**src/rtl/tlb_access_arbiter_sv32.sv**
```systemverilog
// Single-port access arbiter in front of a shared cva6_tlb_sv32.
// One TLB operation per cycle, in priority order: flush, starvation-forced
// lookup, PTW update, round-robin I/D lookup. Lookup results are registered
// and returned to the owning requester one cycle after the grant.
// Optional hit/miss performance counters: define TLB_ARB_PERF_CNT_EN.
module tlb_access_arbiter_sv32 #(
  parameter int unsigned ASID_WIDTH   = 1,
  parameter int unsigned STARVE_LIMIT = 4
) (
  input  logic                  clk_i,
  input  logic                  rst_ni,
  // instruction-fetch lookup port
  input  logic                  i_req_valid_i,
  output logic                  i_req_ready_o,
  input  logic [31:0]           i_vaddr_i,
  input  logic [ASID_WIDTH-1:0] i_asid_i,
  output logic                  i_rsp_valid_o,
  output logic                  i_rsp_hit_o,
  output logic [31:0]           i_rsp_content_o,
  output logic                  i_rsp_is_4M_o,
  // load/store lookup port
  input  logic                  d_req_valid_i,
  output logic                  d_req_ready_o,
  input  logic [31:0]           d_vaddr_i,
  input  logic [ASID_WIDTH-1:0] d_asid_i,
  output logic                  d_rsp_valid_o,
  output logic                  d_rsp_hit_o,
  output logic [31:0]           d_rsp_content_o,
  output logic                  d_rsp_is_4M_o,
  // page-table-walker update port
  input  logic                  ptw_upd_valid_i,
  output logic                  ptw_upd_ready_o,
  input  logic [61:0]           ptw_upd_i,
  // SFENCE.VMA flush request
  input  logic                  flush_req_i,
  input  logic [ASID_WIDTH-1:0] flush_asid_i,
  input  logic [31:0]           flush_vaddr_i,
  output logic                  flush_done_o,
  // TLB side
  output logic                  tlb_flush_o,
  output logic [62:0]           tlb_update_o,
  output logic                  tlb_lu_access_o,
  output logic [ASID_WIDTH-1:0] tlb_lu_asid_o,
  output logic [31:0]           tlb_lu_vaddr_o,
  output logic [ASID_WIDTH-1:0] tlb_asid_to_be_flushed_o,
  output logic [31:0]           tlb_vaddr_to_be_flushed_o,
  input  logic [31:0]           tlb_lu_content_i,
  input  logic                  tlb_lu_hit_i,
`ifdef TLB_ARB_PERF_CNT_EN
  output logic [31:0]           perf_hit_cnt_o,
  output logic [31:0]           perf_miss_cnt_o,
`endif
  input  logic                  tlb_lu_is_4M_i
);

  localparam int unsigned CNT_W = (STARVE_LIMIT < 1) ? 1 : $clog2(STARVE_LIMIT + 1);
  localparam logic [CNT_W-1:0] CNT_MAX = CNT_W'(STARVE_LIMIT);

  typedef enum logic [1:0] {OP_IDLE, OP_FLUSH, OP_UPD, OP_LU} op_e;
  typedef enum logic {PORT_I, PORT_D} port_e;

  logic                  flush_pend;
  logic [ASID_WIDTH-1:0] flush_asid_q;
  logic [31:0]           flush_vaddr_q;
  port_e                 rr_ptr;
  logic [CNT_W-1:0]      starve_cnt;

  op_e   op;
  port_e lu_sel;
  logic  lu_pend;
  logic  lu_both;
  logic  lu_block;
  logic  i_grant;
  logic  d_grant;

  // Pick this cycle's single TLB operation; nothing is issued while in reset.
  always_comb begin
    op       = OP_IDLE;
    lu_pend  = i_req_valid_i | d_req_valid_i;
    lu_both  = i_req_valid_i & d_req_valid_i;
    // A flush request seen this cycle already blocks lookups: it issues next cycle.
    lu_block = flush_pend | flush_req_i;
    if (lu_both) begin
      lu_sel = rr_ptr;
    end else if (d_req_valid_i) begin
      lu_sel = PORT_D;
    end else begin
      lu_sel = PORT_I;
    end
    if (!rst_ni) begin
      op = OP_IDLE;
    end else if (flush_pend) begin
      op = OP_FLUSH;
    end else if (lu_pend && !lu_block && (starve_cnt == CNT_MAX)) begin
      op = OP_LU;
    end else if (ptw_upd_valid_i) begin
      op = OP_UPD;
    end else if (lu_pend && !lu_block) begin
      op = OP_LU;
    end
  end

  assign i_grant = (op == OP_LU) && (lu_sel == PORT_I);
  assign d_grant = (op == OP_LU) && (lu_sel == PORT_D);

  // TLB-side drive: every field is zero unless its operation is issued.
  always_comb begin
    i_req_ready_o             = i_grant;
    d_req_ready_o             = d_grant;
    ptw_upd_ready_o           = (op == OP_UPD);
    tlb_flush_o               = (op == OP_FLUSH);
    tlb_update_o              = '0;
    tlb_lu_access_o           = (op == OP_LU);
    tlb_lu_asid_o             = '0;
    tlb_lu_vaddr_o            = '0;
    tlb_asid_to_be_flushed_o  = '0;
    tlb_vaddr_to_be_flushed_o = '0;
    if (op == OP_UPD) begin
      tlb_update_o = {1'b1, ptw_upd_i};
    end
    if (i_grant) begin
      tlb_lu_asid_o  = i_asid_i;
      tlb_lu_vaddr_o = i_vaddr_i;
    end else if (d_grant) begin
      tlb_lu_asid_o  = d_asid_i;
      tlb_lu_vaddr_o = d_vaddr_i;
    end
    if (op == OP_FLUSH) begin
      tlb_asid_to_be_flushed_o  = flush_asid_q;
      tlb_vaddr_to_be_flushed_o = flush_vaddr_q;
    end
  end

  // Flush capture: back-to-back requests merge, newest fields win.
  always_ff @(posedge clk_i or negedge rst_ni) begin
    if (!rst_ni) begin
      flush_pend    <= 1'b0;
      flush_asid_q  <= '0;
      flush_vaddr_q <= '0;
      flush_done_o  <= 1'b0;
    end else begin
      flush_done_o <= (op == OP_FLUSH);
      if (flush_req_i) begin
        flush_pend    <= 1'b1;
        flush_asid_q  <= flush_asid_i;
        flush_vaddr_q <= flush_vaddr_i;
      end else if (op == OP_FLUSH) begin
        flush_pend <= 1'b0;
      end
    end
  end

  // Round-robin pointer and lookup starvation counter.
  always_ff @(posedge clk_i or negedge rst_ni) begin
    if (!rst_ni) begin
      rr_ptr     <= PORT_I;
      starve_cnt <= '0;
    end else begin
      if ((op == OP_LU) && lu_both) begin
        rr_ptr <= (lu_sel == PORT_I) ? PORT_D : PORT_I;
      end
      if ((op == OP_LU) || !lu_pend) begin
        starve_cnt <= '0;
      end else if ((op == OP_UPD) && (starve_cnt != CNT_MAX)) begin
        starve_cnt <= starve_cnt + CNT_W'(1);
      end
    end
  end

  // Register the TLB result for the port that owned the lookup.
  always_ff @(posedge clk_i or negedge rst_ni) begin
    if (!rst_ni) begin
      i_rsp_valid_o   <= 1'b0;
      i_rsp_hit_o     <= 1'b0;
      i_rsp_content_o <= '0;
      i_rsp_is_4M_o   <= 1'b0;
      d_rsp_valid_o   <= 1'b0;
      d_rsp_hit_o     <= 1'b0;
      d_rsp_content_o <= '0;
      d_rsp_is_4M_o   <= 1'b0;
    end else begin
      i_rsp_valid_o <= i_grant;
      d_rsp_valid_o <= d_grant;
      if (i_grant) begin
        i_rsp_hit_o     <= tlb_lu_hit_i;
        i_rsp_content_o <= tlb_lu_content_i;
        i_rsp_is_4M_o   <= tlb_lu_is_4M_i;
      end
      if (d_grant) begin
        d_rsp_hit_o     <= tlb_lu_hit_i;
        d_rsp_content_o <= tlb_lu_content_i;
        d_rsp_is_4M_o   <= tlb_lu_is_4M_i;
      end
    end
  end

`ifdef TLB_ARB_PERF_CNT_EN
  logic rsp_any;
  logic rsp_hit;

  assign rsp_any = i_rsp_valid_o | d_rsp_valid_o;
  assign rsp_hit = i_rsp_valid_o ? i_rsp_hit_o : d_rsp_hit_o;

  // Hit/miss counters over delivered responses, cleared by each flush issue.
  always_ff @(posedge clk_i or negedge rst_ni) begin
    if (!rst_ni) begin
      perf_hit_cnt_o  <= '0;
      perf_miss_cnt_o <= '0;
    end else if (op == OP_FLUSH) begin
      perf_hit_cnt_o  <= '0;
      perf_miss_cnt_o <= '0;
    end else if (rsp_any) begin
      if (rsp_hit) begin
        perf_hit_cnt_o <= perf_hit_cnt_o + 32'd1;
      end else begin
        perf_miss_cnt_o <= perf_miss_cnt_o + 32'd1;
      end
    end
  end
`endif

endmodule

```
**config.mk**
```make
export PLATFORM = sky130hd
export DESIGN_NAME = tlb_access_arbiter_sv32
export DESIGN_NICKNAME = d
export VERILOG_FILES = /design/src/rtl/tlb_access_arbiter_sv32.sv
export SDC_FILE = /design/constraint.sdc
export NUM_CORES = 1
export LEC_CHECK = 0
export BUFFER_PORTS_ARGS = -buffer_cell sky130_fd_sc_hd__buf_2
export CAP_MARGIN = 0
export CORE_AREA = 10 10 116 222
export CTS_BUF_LIST = sky130_fd_sc_hd__clkbuf_4 sky130_fd_sc_hd__clkbuf_8 sky130_fd_sc_hd__clkbuf_16
export DETAILED_ROUTE_END_ITERATION = 6
export DIE_AREA = 0 0 126 232
export SETUP_SLACK_MARGIN = 0.05
export SYNTH_ARGS = -nofsm -noshare
export SYNTH_HDL_FRONTEND = slang
export SYNTH_SLANG_ARGS = --single-unit
```
**constraint.sdc**
```tcl
create_clock -name clk_i -period 1.8 [get_ports clk_i]
set_input_delay 0.27 -clock clk_i [delete_from_list [all_inputs] [get_ports clk_i]]
set_output_delay 0.27 -clock clk_i [all_outputs]
set_load 0.03 [all_outputs]
```
==> results.yml <==
clock_tree:
  cts_max_path_buffers: 2
  cts_root_buffer: "clkbuf_16"
  cts_tree: "done"
  cts_htree_levels: 3
  clk_latency_ns: 0.36
  cts_buffers: 9
  cts.sinks: 109
  clk_pin_slew_ns: 0.07
power_and_ir_drop:
  peakVddDrop_mv: 0.7550
  finalPower_mw: 8.181
  power.leakage_nw: 5.152
  pwr_density_cell_nw_per_um2: 825.5
placed_design:
  dpl-instance-area_sq_um: 8074
  gp_congestion: 0.8288
  portBuffers: 405
  place_hpwl_mm: 19.12
  dp.cells: 1146
  post-place-ws_ns: 0.007196
critical_path:
  critPathRequiredTime_ns: 1.53
  crit_family: "buffers and inverters"
  worstPathMaxFanout: 7
  critPathLaunchType: "flop"
  max_stage_delay_ns: 0.39
  cpMaxStageDelayCell: "dfrtp_1"
  crit_top_cell: "buf_12"
  worstPathArrival_ns: 1.87
  end_kind: "output port"
  cp_cell_sequence: "inv_2, ha_4, a21bo_4, nand3_4, buf_12, buf_12, a21oi_4, buf_6"
  path_class: "flop to output port"
  critPathBufInv: 4
floorplan:
  dieWidth_microns: 126
  rows: 77
  core_sq_um: 22160
  die-area_sq_um: 29230
  io_pins: 406
  die_y_microns: 232
  start_util_pct: 24.49
cells_and_area:
  fin_util_pct: 44.72
  nFillCells: 2048
  post-route-cell-area_sq_um: 9910
  area_growth_pct: 82.61
  final_cells: 1195
  drive_above_1_share_pct: 74.64
  fin_nets: 1113
min_path:
  hold_path.class: "primary input to asynchronous set/reset pin"
routing:
  routed-via-count: 5362
  drt_first_pass_iters: 4
  drcViolationCount: 0
  drt-wirelength-per-cell_microns: 21.65
  viasPerCell: 4.487
  routed_wl_mm: 25.88
  detail_route.iter0.violations: 227
  ant_nets: 0
synthesis:
  synth_area_leaders: "dfrtp_1 50%, mux2_2 17%, and2_1 7.3%"
  synthCells: 474
  synth_top_area_share_pct: 50.27
  async_reset_ff_share_pct: 100.0
  synth_seq_cells: 109
  syn_avg_cell_area_sq_um: 11.45
  synth-main-ff-cell: "dfrtp_1"
  syn_nets: 677
  seq_area_frac_synth_pct: 50.27
  netlist_area_sq_um: 5426
  yosys.area.top_type: "dfrtp_1"
  synth_cell_types: 34
  ys_top_cells_by_count: "109 x dfrtp_1, 81 x mux2_2, 72 x nand2_1"
  yosysMostFrequentCell: "dfrtp_1"
  synth_edf_count: 0
  yosysWarnings: 0
timing:
  fin_skew_ns: 0.007104
  worstMarginPinSlew_ns: 0.6726
  timing.fmax_mhz: 467.7
  slew_viol_final: 0
  fin_crit_ns: 2.138
  finalHoldViolCount: 0
  relSlewSlack_pct: 55.16
  setup_viol: 170
  period_share_pct: 118.8
  fin_ws_ns: -0.3381
  rsz0062_at_grt: "yes"
global_route:
  track_usage_pct: 16.27
  antenna_found_initial: 5
  grt_pass1_wl_mm: 36.66
  gr-total-overflow: 0
  grt_max_degree: 54
  grt_pass1_vias: 5802
run_status:
  status: "finished with violations"
  failed_checks: "negative setup slack"
run:
  cap_violations: 0
## cells in the final DEF, fill, tap and decap left out, drive strengths merged, types with 2 or more instances in the layout
| cell | netlist | layout |
|---|---|---|
| a21oi | 35 | 35 |
| and2 | 63 | 63 |
| and3 | 33 | 33 |
| buf | 14 | 454 |
| clkbuf | 19 | 13 |
| clkinv | 0 | 2 |
| dfrtp | 109 | 109 |
| diode | 0 | 4 |
| ha | 2 | 2 |
| inv | 7 | 11 |
| mux2 | 101 | 101 |
| nand2 | 72 | 72 |
| nand3 | 2 | 2 |
| nor2 | 2 | 2 |
| nor3 | 2 | 2 |
| xnor2 | 2 | 2 |
## power breakdown
part	total, mW	switching [mW]	internal (mW)
sequential	3.11	0.227	2.88
combinational	3.01	1.76	1.25
clock	2.06	0.954	1.11
## through the flow
| stage | hold WS (ns) | setup TNS (ns) |
|---|---|---|
| 3_3_place_gp | 0.3992 | 0 |
| 4_1_cts | 0.1069 | -33.99 |
| 5_1_grt | 0.1089 | -53.77 |
| 3_5_place_dp | 0.3985 | 0 |
| 6_report | 0.1262 | -33.43 |
| 2_1_floorplan | -0.02559 | 0 |
## registers in the layout, indices dropped and copies added (netlist names)
name / cells
d_rsp_content_o: 32
d_rsp_hit_o: 1
d_rsp_is_4M_o: 1
d_rsp_valid_o: 1
flush_asid_q: 1
flush_done_o: 1
flush_pend: 1
flush_vaddr_q: 32
i_rsp_content_o: 32
i_rsp_hit_o: 1
i_rsp_is_4M_o: 1
i_rsp_valid_o: 1
rr_ptr: 1
starve_cnt: 3
## logic make-up after synthesis
family / after synthesis / share of synthesized area, %
AND/OR/NAND/NOR: 178 / 17.78
flip-flops: 109 / 50.27
multiplexers: 101 / 22.27
AO/OA/AOI/OAI: 42 / 4.496
buffers and inverters: 40 / 4.404
XOR/XNOR: 2 / 0.3229
adder cells (fa/ha/maj): 2 / 0.4611
## tightest hold or removal path: cells and delay by family
kind	cells	cell delay (ns)
buffers and inverters	3	0.56
## final cells by class
| class | instances | area (sq um) | share of cell area, % |
|---|---|---|---|
| multi-input combinational | 325 | 3067 | 30.95 |
| timing repair buffer | 457 | 3396 | 34.27 |
| timing repair inverter | 1 | 20.02 | 0.2020 |
| inverter | 7 | 45.04 | 0.4545 |
| sequential | 109 | 2728 | 27.53 |
| antenna | 4 | 10.01 | 0.1010 |
| clock inverter | 6 | 66.31 | 0.6692 |
| clock buffer | 10 | 232.7 | 2.348 |
| tap | 276 | 345.3 | 3.485 |
## final timing paths
kind / cells after the start / slack (ns) / end / from
setup / recovery: 8 / -0.34 / tlb_lu_vaddr_o[23] / starve_cnt[1]$_DFFE_PN0P_
hold / removal: 3 / 0.13 / i_rsp_content_o[15]$_DFFE_PN0P_ / rst_ni
setup reg to reg: 10 / -0.22 / d_rsp_content_o[3]$_DFFE_PN0N_ / starve_cnt[1]$_DFFE_PN0P_
hold reg to reg: 1 / 0.50 / flush_vaddr_q[10]$_DFFE_PN0P_ / flush_vaddr_q[10]$_DFFE_PN0P_
max in group asynchronous: 3 / 1.00 / i_rsp_content_o[25]$_DFFE_PN0P_ / rst_ni
min in group clk_i: 2 / 0.14 / flush_vaddr_q[7]$_DFFE_PN0P_ / flush_vaddr_i[7]
## metal layers
layer	global-route usage [%]	vias to the layer above	routed length, microns
met1	15.40	2590	8792
li1	-	2472	-
met4	7.112	0	570
met3	7.110	24	2408
met5	0	-	0
met2	29.53	276	14100
## repair_timing
action | in CTS | in global routing
buffers inserted | 15 | 7
hold buffers | 2 | 0
pin swaps | 9 | 2
gates resized for setup | 249 | 87
cloned | 3 | 4
hold endpoints to repair | 29 | 0
setup endpoints to repair | 149 | 202
Note: power is estimated with default switching activity, not from simulation.
